File: config.mk
export PLATFORM = sky130hd
export DESIGN_NAME = instr_fetch
export DESIGN_NICKNAME = d
export VERILOG_FILES = /design/src/rtl/cpu_pkg.sv /design/src/rtl/instr_buf.sv /design/src/rtl/instr_fetch.sv
export SDC_FILE = /design/constraint.sdc
export NUM_CORES = 1
export LEC_CHECK = 0
export CORE_MARGIN = 8
export CORE_UTILIZATION = 40
export CTS_CLUSTER_DIAMETER = 50
export CTS_CLUSTER_SIZE = 16
export DETAILED_ROUTE_END_ITERATION = 10
export GPL_TIMING_DRIVEN = 0
export PLACE_DENSITY = 0.77
export SLEW_MARGIN = 20
export SYNTH_ARGS = -nofsm -noshare
export SYNTH_HDL_FRONTEND = slang
export SYNTH_SLANG_ARGS = --single-unit
File: constraint.sdc
create_clock -name clk -period 3.2 [get_ports clk]
set_input_delay 0.8 -clock clk [delete_from_list [all_inputs] [get_ports clk]]
set_output_delay 0.8 -clock clk [all_outputs]
set_load 0.03 [all_outputs]
File: src/rtl/cpu_pkg.sv
// Shared CPU types: fetch geometry defaults, opcode encoding, fetch FSM states.
// No logic; imported by the fetch block and its buffer.
package cpu_pkg;

    localparam int DEF_ADDR_W = 5;
    localparam int DEF_DATA_W = 8;
    localparam int DEF_OPC_W  = 3;

    typedef enum logic [2:0] {
        HLT, SKZ, ADD, AND, XOR, LDA, STO, JMP
    } opcode_e;

    typedef logic [1:0] fetch_state_t;

    localparam fetch_state_t IDLE = 2'd0;
    localparam fetch_state_t REQ  = 2'd1;
    localparam fetch_state_t HOLD = 2'd2;

endpackage

File: src/rtl/instr_buf.sv
// One-entry valid/data holding register with synchronous clear.
// Latency: load visible the cycle after the loading edge.
// Backpressure: none internally; load takes priority over unload, clear over both.
module instr_buf
    import cpu_pkg::*;
#(
    parameter int W = DEF_DATA_W
) (
    input  logic         clk,
    input  logic         rst,
    input  logic         clr,
    input  logic         load,
    input  logic         unload,
    input  logic [W-1:0] load_dat,
    output logic         buf_vld,
    output logic [W-1:0] buf_dat
);

    always_ff @(posedge clk) begin
        if (rst) begin
            buf_vld <= 1'b0;
            buf_dat <= '0;
        end else if (clr) begin
            buf_vld <= 1'b0;
        end else if (load) begin
            buf_vld <= 1'b1;
            buf_dat <= load_dat;
        end else if (unload) begin
            buf_vld <= 1'b0;
        end
    end

endmodule

File: src/rtl/instr_fetch.sv
// Instruction fetch: reads program memory at the PC and hands opcode/operand to the controller (FETCH_PREFETCH_EN adds a one-word prefetch slot).
// Latency: mem_ack to ir_valid 1 clk; IR accept to next mem_rd 1 clk (back-to-back words with prefetch and 1-clk memory).
// Backpressure: ir_ready low holds IR and stalls fetching (one extra word buffered with prefetch); flush drops everything.
module instr_fetch
    import cpu_pkg::*;
#(
    parameter int ADDR_W = DEF_ADDR_W,
    parameter int DATA_W = DEF_DATA_W,
    parameter int OPC_W  = DEF_OPC_W
) (
    input  logic                    clk,
    input  logic                    rst,
    input  logic [ADDR_W-1:0]       pc_addr,
    output logic                    pc_inc,
    input  logic                    flush,
    output logic                    mem_rd,
    output logic [ADDR_W-1:0]       mem_addr,
    input  logic [DATA_W-1:0]       mem_rdata,
    input  logic                    mem_ack,
    output logic                    ir_valid,
    input  logic                    ir_ready,
    output logic [OPC_W-1:0]        ir_opcode,
    output logic [DATA_W-OPC_W-1:0] ir_operand
);

`ifdef FETCH_PREFETCH_EN
    localparam logic [1:0] CAP = 2'd2;
`else
    localparam logic [1:0] CAP = 2'd1;
`endif

    fetch_state_t      state;
    logic              ir_vld, pf_vld;
    logic [DATA_W-1:0] ir_dat, pf_dat, ir_load_dat;
    logic              fill, accept, fill_to_ir, ir_load, keep_rd, issue;
    logic [1:0]        occ_nxt;

    assign fill        = (state == REQ) && mem_ack && !flush;
    assign accept      = ir_vld && ir_ready && !flush;
    assign pc_inc      = fill;
    assign mem_rd      = (state == REQ);
    assign fill_to_ir  = fill && (!ir_vld || (accept && !pf_vld));
    assign ir_load     = fill_to_ir || (accept && pf_vld);
    assign ir_load_dat = (accept && pf_vld) ? pf_dat : mem_rdata;
    assign occ_nxt     = {1'b0, ir_vld} + {1'b0, pf_vld} + {1'b0, fill} - {1'b0, accept};
    assign keep_rd     = (state == REQ) && !mem_ack;
    // Only request when the returning word is guaranteed a free slot.
    assign issue       = (state == IDLE) || (!keep_rd && (occ_nxt < CAP));

    always_ff @(posedge clk) begin
        if (rst) begin
            state    <= IDLE;
            mem_addr <= '0;
        end else if (flush) begin
            state <= IDLE;
        end else if (keep_rd) begin
            state <= REQ;
        end else if (issue) begin
            state    <= REQ;
            // On an ack edge the counter advances at the same edge, so aim one past it.
            mem_addr <= pc_addr + ADDR_W'(fill);
        end else begin
            state <= HOLD;
        end
    end

    instr_buf #(.W(DATA_W)) u_ir (
        .clk      (clk),
        .rst      (rst),
        .clr      (flush),
        .load     (ir_load),
        .unload   (accept),
        .load_dat (ir_load_dat),
        .buf_vld  (ir_vld),
        .buf_dat  (ir_dat)
    );

`ifdef FETCH_PREFETCH_EN
    instr_buf #(.W(DATA_W)) u_pf (
        .clk      (clk),
        .rst      (rst),
        .clr      (flush),
        .load     (fill && !fill_to_ir),
        .unload   (accept),
        .load_dat (mem_rdata),
        .buf_vld  (pf_vld),
        .buf_dat  (pf_dat)
    );
`else
    assign pf_vld = 1'b0;
    assign pf_dat = '0;
`endif

    assign ir_valid   = ir_vld;
    assign ir_opcode  = ir_dat[DATA_W-1 -: OPC_W];
    assign ir_operand = ir_dat[DATA_W-OPC_W-1:0];

endmodule

# [Word level (Yosys, flattened, before mapping)]
# Index checks and enable logic that the tools add are counted.
# Widths: inputs -> output; s select.
[totals] regBits=16 inputBits=18 output_inout_bits=16 wordCells=35
[classes] n_addsub=3 order_cmp=1 n_eq_ne=1 mux=4 bitwise=2 n_reduce_logical=19
[ops] op="$logic_and 1x1->1" count=7
[ops] op="$add 5x1->5" count=1
[ops] op="$logic_not 1->1" count=4
[ops] op="$mux 1" count=3
[ops] op="$reduce_and 3->1" count=1
[ops] op="$reduce_or 3->1" count=1
[ops] op="$add 1x1->2" count=1
[ops] op="$eq 2x1->1 const B" count=1
[ops] op="$logic_not 2->1" count=1
[ops] op="$logic_or 1x1->1" count=2
[ops] op="$lt 2x1->1 const B" count=1
[ops] op="$mux 2" count=1
[ops] op="$not 1->1" count=2
[ops] op="$reduce_and 2->1" count=1
[ops] op="$reduce_bool 2->1" count=1
[ops] op="$reduce_or 2->1" count=1
[ops] op="$sub 2x1->2" count=1

# [Longest topological paths before layout]
[depth] word_depth=10 mapped_depth=8 ltp_nobuf=8

# [Hierarchy]
# Synthesis repeated with hierarchy kept, for this count alone.
[unflattened] cells_unflattened=82 area_unflattened_um2=849.6
[modules_own_cells] module="instr_fetch" instances=1 cells_per_inst=44 area_per_inst_um2=427.9 seq_area_each_um2=140.1
[modules_own_cells] module="instr_buf" instances=1 cells_per_inst=38 area_per_inst_um2=421.7 seq_area_each_um2=180.2

# [Least setup slack after synthesis]
# Ideal clock, no wire load.
[synth_timing] path_type="input to register" start="input flush" end="register mem_addr[1]" setup_time_ns=0.128 arrival_time_ns=2.398 required_time_ns=3.072 path_slack_ns=0.675 cell_stages=8 n_path_buf=1 cell_sequence="buf_6 -> or3_1 -> inv_1 -> ha_1 -> nand3b_1 -> a221oi_4 -> mux2i_1 -> nor2_1"
[synth_via] elab_chain_len=8 elab_cells_between_ends=11 cone_classes="add/sub: 3; order compare: 1; bitwise: 1; reduce/logical: 6"
[synth_rtl] item="start: declaration" line="instr_fetch.sv:15" rtl="input logic flush,"
[synth_rtl] item="$logic_not 1->1" line="instr_fetch.sv:38, instr_fetch.sv:39"
[synth_rtl] item="$logic_and 1x1->1" line="instr_fetch.sv:38" rtl="assign fill = (state == REQ) && mem_ack && !flush;"
[synth_rtl] item="$add 1x1->2" line="instr_fetch.sv:45" rtl="assign occ_nxt = {1'b0, ir_vld} + {1'b0, pf_vld} + {1'b0, fill} - {1'b0, accept};"
[synth_rtl] item="$sub 2x1->2" line="instr_fetch.sv:45"
[synth_rtl] item="$lt 2x1->1" line="instr_fetch.sv:48" rtl="assign issue = (state == IDLE) || (!keep_rd && (occ_nxt < CAP));"
[synth_rtl] item="$logic_and 1x1->1" line="instr_fetch.sv:48"
[synth_rtl] item="$logic_or 1x1->1" line="instr_fetch.sv:48"
[synth_rtl] item="$reduce_and 3->1 (no line)"
[synth_rtl] item="end signal: assignment" line="instr_fetch.sv:61" rtl="mem_addr <= pc_addr + ADDR_W'(fill);"
[synth_rtl] item="end: declaration" line="instr_fetch.sv:17" rtl="output logic [ADDR_W-1:0] mem_addr,"
# Several ways; a longest one is shown, not always the timed one.
# A chain may end at the register's enable or synchronous reset.

# [Final worst setup path]
[layout_timing] start="input mem_ack" end="output pc_inc"
[layout_via] elab_chain_len=2
[layout_rtl] item="start: declaration" line="instr_fetch.sv:19" rtl="input logic mem_ack,"
[layout_rtl] item="$logic_and 1x1->1 (2 in a row)" line="instr_fetch.sv:38"
[layout_rtl] item="end: declaration" line="instr_fetch.sv:14" rtl="output logic pc_inc,"
# Every way passes these cells.

==> results.py <==
metrics = {
    "cts": {
        "insertion_delay_ns": 0.28,
        "clkTransAtPathRegs_ns": 0.09,
        "cts_made_buffers": 3,
        "clock-root-buffer": "clkbuf_4",
        "cts_tree": "yes",
        "cts_hold_buf": 0,
        "htreeDepth": 1,
        "post_cts_buffers": 0,
        "clock_sink_count": 16,
        "cts_resized": 0,
        "clk_path_buf_depth": 2,
    },
    "synthesis": {
        "ys_top_cells_by_area": "dfxtp_1 42%, mux2i_1 12%, nor2_1 6.8%",
        "ys_warn_count": 0,
        "syn_nets": 95,
        "seq_area_frac_synth_pct": 41.6,
        "netlist_instances": 74,
        "yosysTopAreaCellShare_pct": 41.6,
        "synthArstFlopShare_pct": 0,
        "yosysMostFrequentCell": "dfxtp_1",
        "syn_area_sq_um": 769,
        "netlist-cell-type-count": 27,
        "synth-edff-count": 0,
        "synth_common_cells": "16 x dfxtp_1, 14 x nor2_1, 9 x mux2i_1",
        "synth_ff_type": "dfxtp_1",
        "syn_area_per_cell_sq_um": 10.4,
        "ys_ff_latch": 16,
        "yosysTopAreaCell": "dfxtp_1",
    },
    "critical_path": {
        "start_kind": "input port",
        "startpoint": "mem_ack",
        "cp.required_ns": 2.40,
        "arrival_ns": 2.30,
        "cp_max_fo": 5,
        "r2r_start": "u_ir.buf_vld",
        "worstSetupPathType": "input port to output port",
        "end_kind": "output port",
    },
    "detailed_routing": {
        "routed_wirelength_um": 1710,
        "vias": 640,
        "post_drt_wl_per_cell_um": 12.6,
        "postRouteAntennaNets": 0,
        "first_pass_iters": 2,
        "drc": 0,
        "initialDrtViolationCount": 5,
        "vias_per_cell": 4.71,
    },
    "sta": {
        "slew_headroom_pct": 71.2,
        "whs_ns": 0.501,
        "rsz0062_at_grt": "false",
        "report.final.slew_viol_count": 0,
        "min_period_ns": 3.10,
        "clock.fmax_mhz": 322,
        "worst_slew_pin_slew_ns": 0.432,
        "final_hold_viol_count": 0,
        "finClkSkew_ns": 0.000781,
        "finalCritPeriodShare_pct": 97.0,
        "fin_setup_tns_ns": 0,
        "setup_viol": 0,
    },
    "place": {
        "gp_congestion": 0.723,
        "dp_hpwl_um": 1380,
        "io_buffers": 31,
    },
    "die": {
        "fp.dieH_um": 59.9,
        "dieArea_sq_um": 3580,
        "start_util_pct": 40.9,
        "coreArea_sq_um": 1880,
        "rows": 16,
        "die_w_um": 59.9,
        "io_pins": 34,
    },
    "power_and_ir_drop": {
        "power_density_nw_per_um2": 374,
        "leakagePower_nw": 0.429,
        "peakVddDrop_uv": 242,
    },
    "run": {
        "cap_viol_max_count": 0,
    },
    "layout": {
        "regArea_sq_um": 320,
        "final_util_pct": 61.1,
        "drive_gt1_share_pct": 11.0,
        "areaGrowthSynthToFinish_pct": 49.4,
        "nFillCells": 173,
        "multi_input_area_sq_um": 400,
        "nets": 131,
        "antenna_cells": 0,
    },
    "hold_path": {
        "hold_path_class": "flip-flop to flip-flop",
        "hold_start": "mem_addr[3]",
    },
    "global_routing": {
        "grt_antenna_before_repair": 0,
        "grt_max_degree": 11,
        "grtUsageTotal_pct": 10.7,
        "grt_pass1_wl_um": 2950,
        "gr-total-overflow": 0,
        "grt_pass1_vias": 698,
    },
    "run_status": {
        "outcome": "completed",
    },
}
[layout make-up]
class,count,area share (%)
Clock buffer,4,3.16
Buffer,4,2.94
Sequential cell,16,27.9
Multi-Input combinational cell,50,34.8
Tap cell,27,2.94
Inverter,4,1.31
Timing Repair Buffer,31,27.0
[logic make-up (layout without fill, tap and decap cells)]
group                      count (synthesis)  count (layout)  share of synthesized area [%]
muxes                                      9               9                           11.7
DFF                                       16              16                           41.6
buffers and inverters                      8              43                           6.34
xor gates and xnor gates                   4               4                           4.55
adders and majority gates                  3               3                           4.88
and+or+nand+nor                           26              26                           20.5
AOI/OAI and AO/OA                          8               8                           10.4
[routing by layer]
metal | vias up | wire [um] | track usage, %
li1 | 326 | - | -
met1 | 290 | 650 | 10.2
met2 | 22 | 896 | 19.2
met3 | 2 | 148 | 4.52
met4 | 0 | 11 | 5.10
met5 | - | 0 | 0
[flip-flops by register name, summed over array words and instances (netlist names)]
register      cells
u_ir.buf_dat      8
state             2
u_ir.buf_vld      1
mem_addr          5
[critical path: stages]
cell,delay [ns]
clkdlybuf4s50_1,0.51
and4bb_4,0.30
clkdlybuf4s50_1,0.69
[report_power, final]
group / switching, mW / internal, mW
clock: 0.0633 / 0.0693
combinational: 0.0407 / 0.0450
sequential: 0.00438 / 0.207
total: 0.108 / 0.321
[metrics by stage]
step | cell area [sq um] | instances | worst slack [ns] | total power [mW]
global placement | 1110 | 132 | 0.115 | 0.301
floorplan | 769 | 74 | 0.675 | 0.261
detailed placement | 1110 | 132 | 0.0966 | 0.303
global route | 1150 | 136 | 0.0555 | 0.450
CTS | 1150 | 136 | 0.0937 | 0.436
finish | 1150 | 136 | 0.0971 | 0.430
[final timing paths]
path	cells past startpoint	slack [ns]	endpoint
worst max-delay path	3	0.1	pc_inc
worst min-delay path	2	0.50	mem_addr[3]
worst max register to register	8	0.98	mem_addr[2]
worst min register to register	2	0.50	mem_addr[3]
[cell usage in the layout (no fill, tap or decap), types with 2 or more instances in the layout]
cell,synthesis,routed
clkdlybuf4s50_1,0,31
dfxtp_1,16,16
nor2_1,14,14
mux2i_1,9,9
inv_1,4,4
a211oi_1,4,4
ha_1,3,3
clkbuf_4,0,3
clkbuf_1,2,2
xor2_1,2,2
xnor2_1,2,2
(Power assumes the default switching activity.)
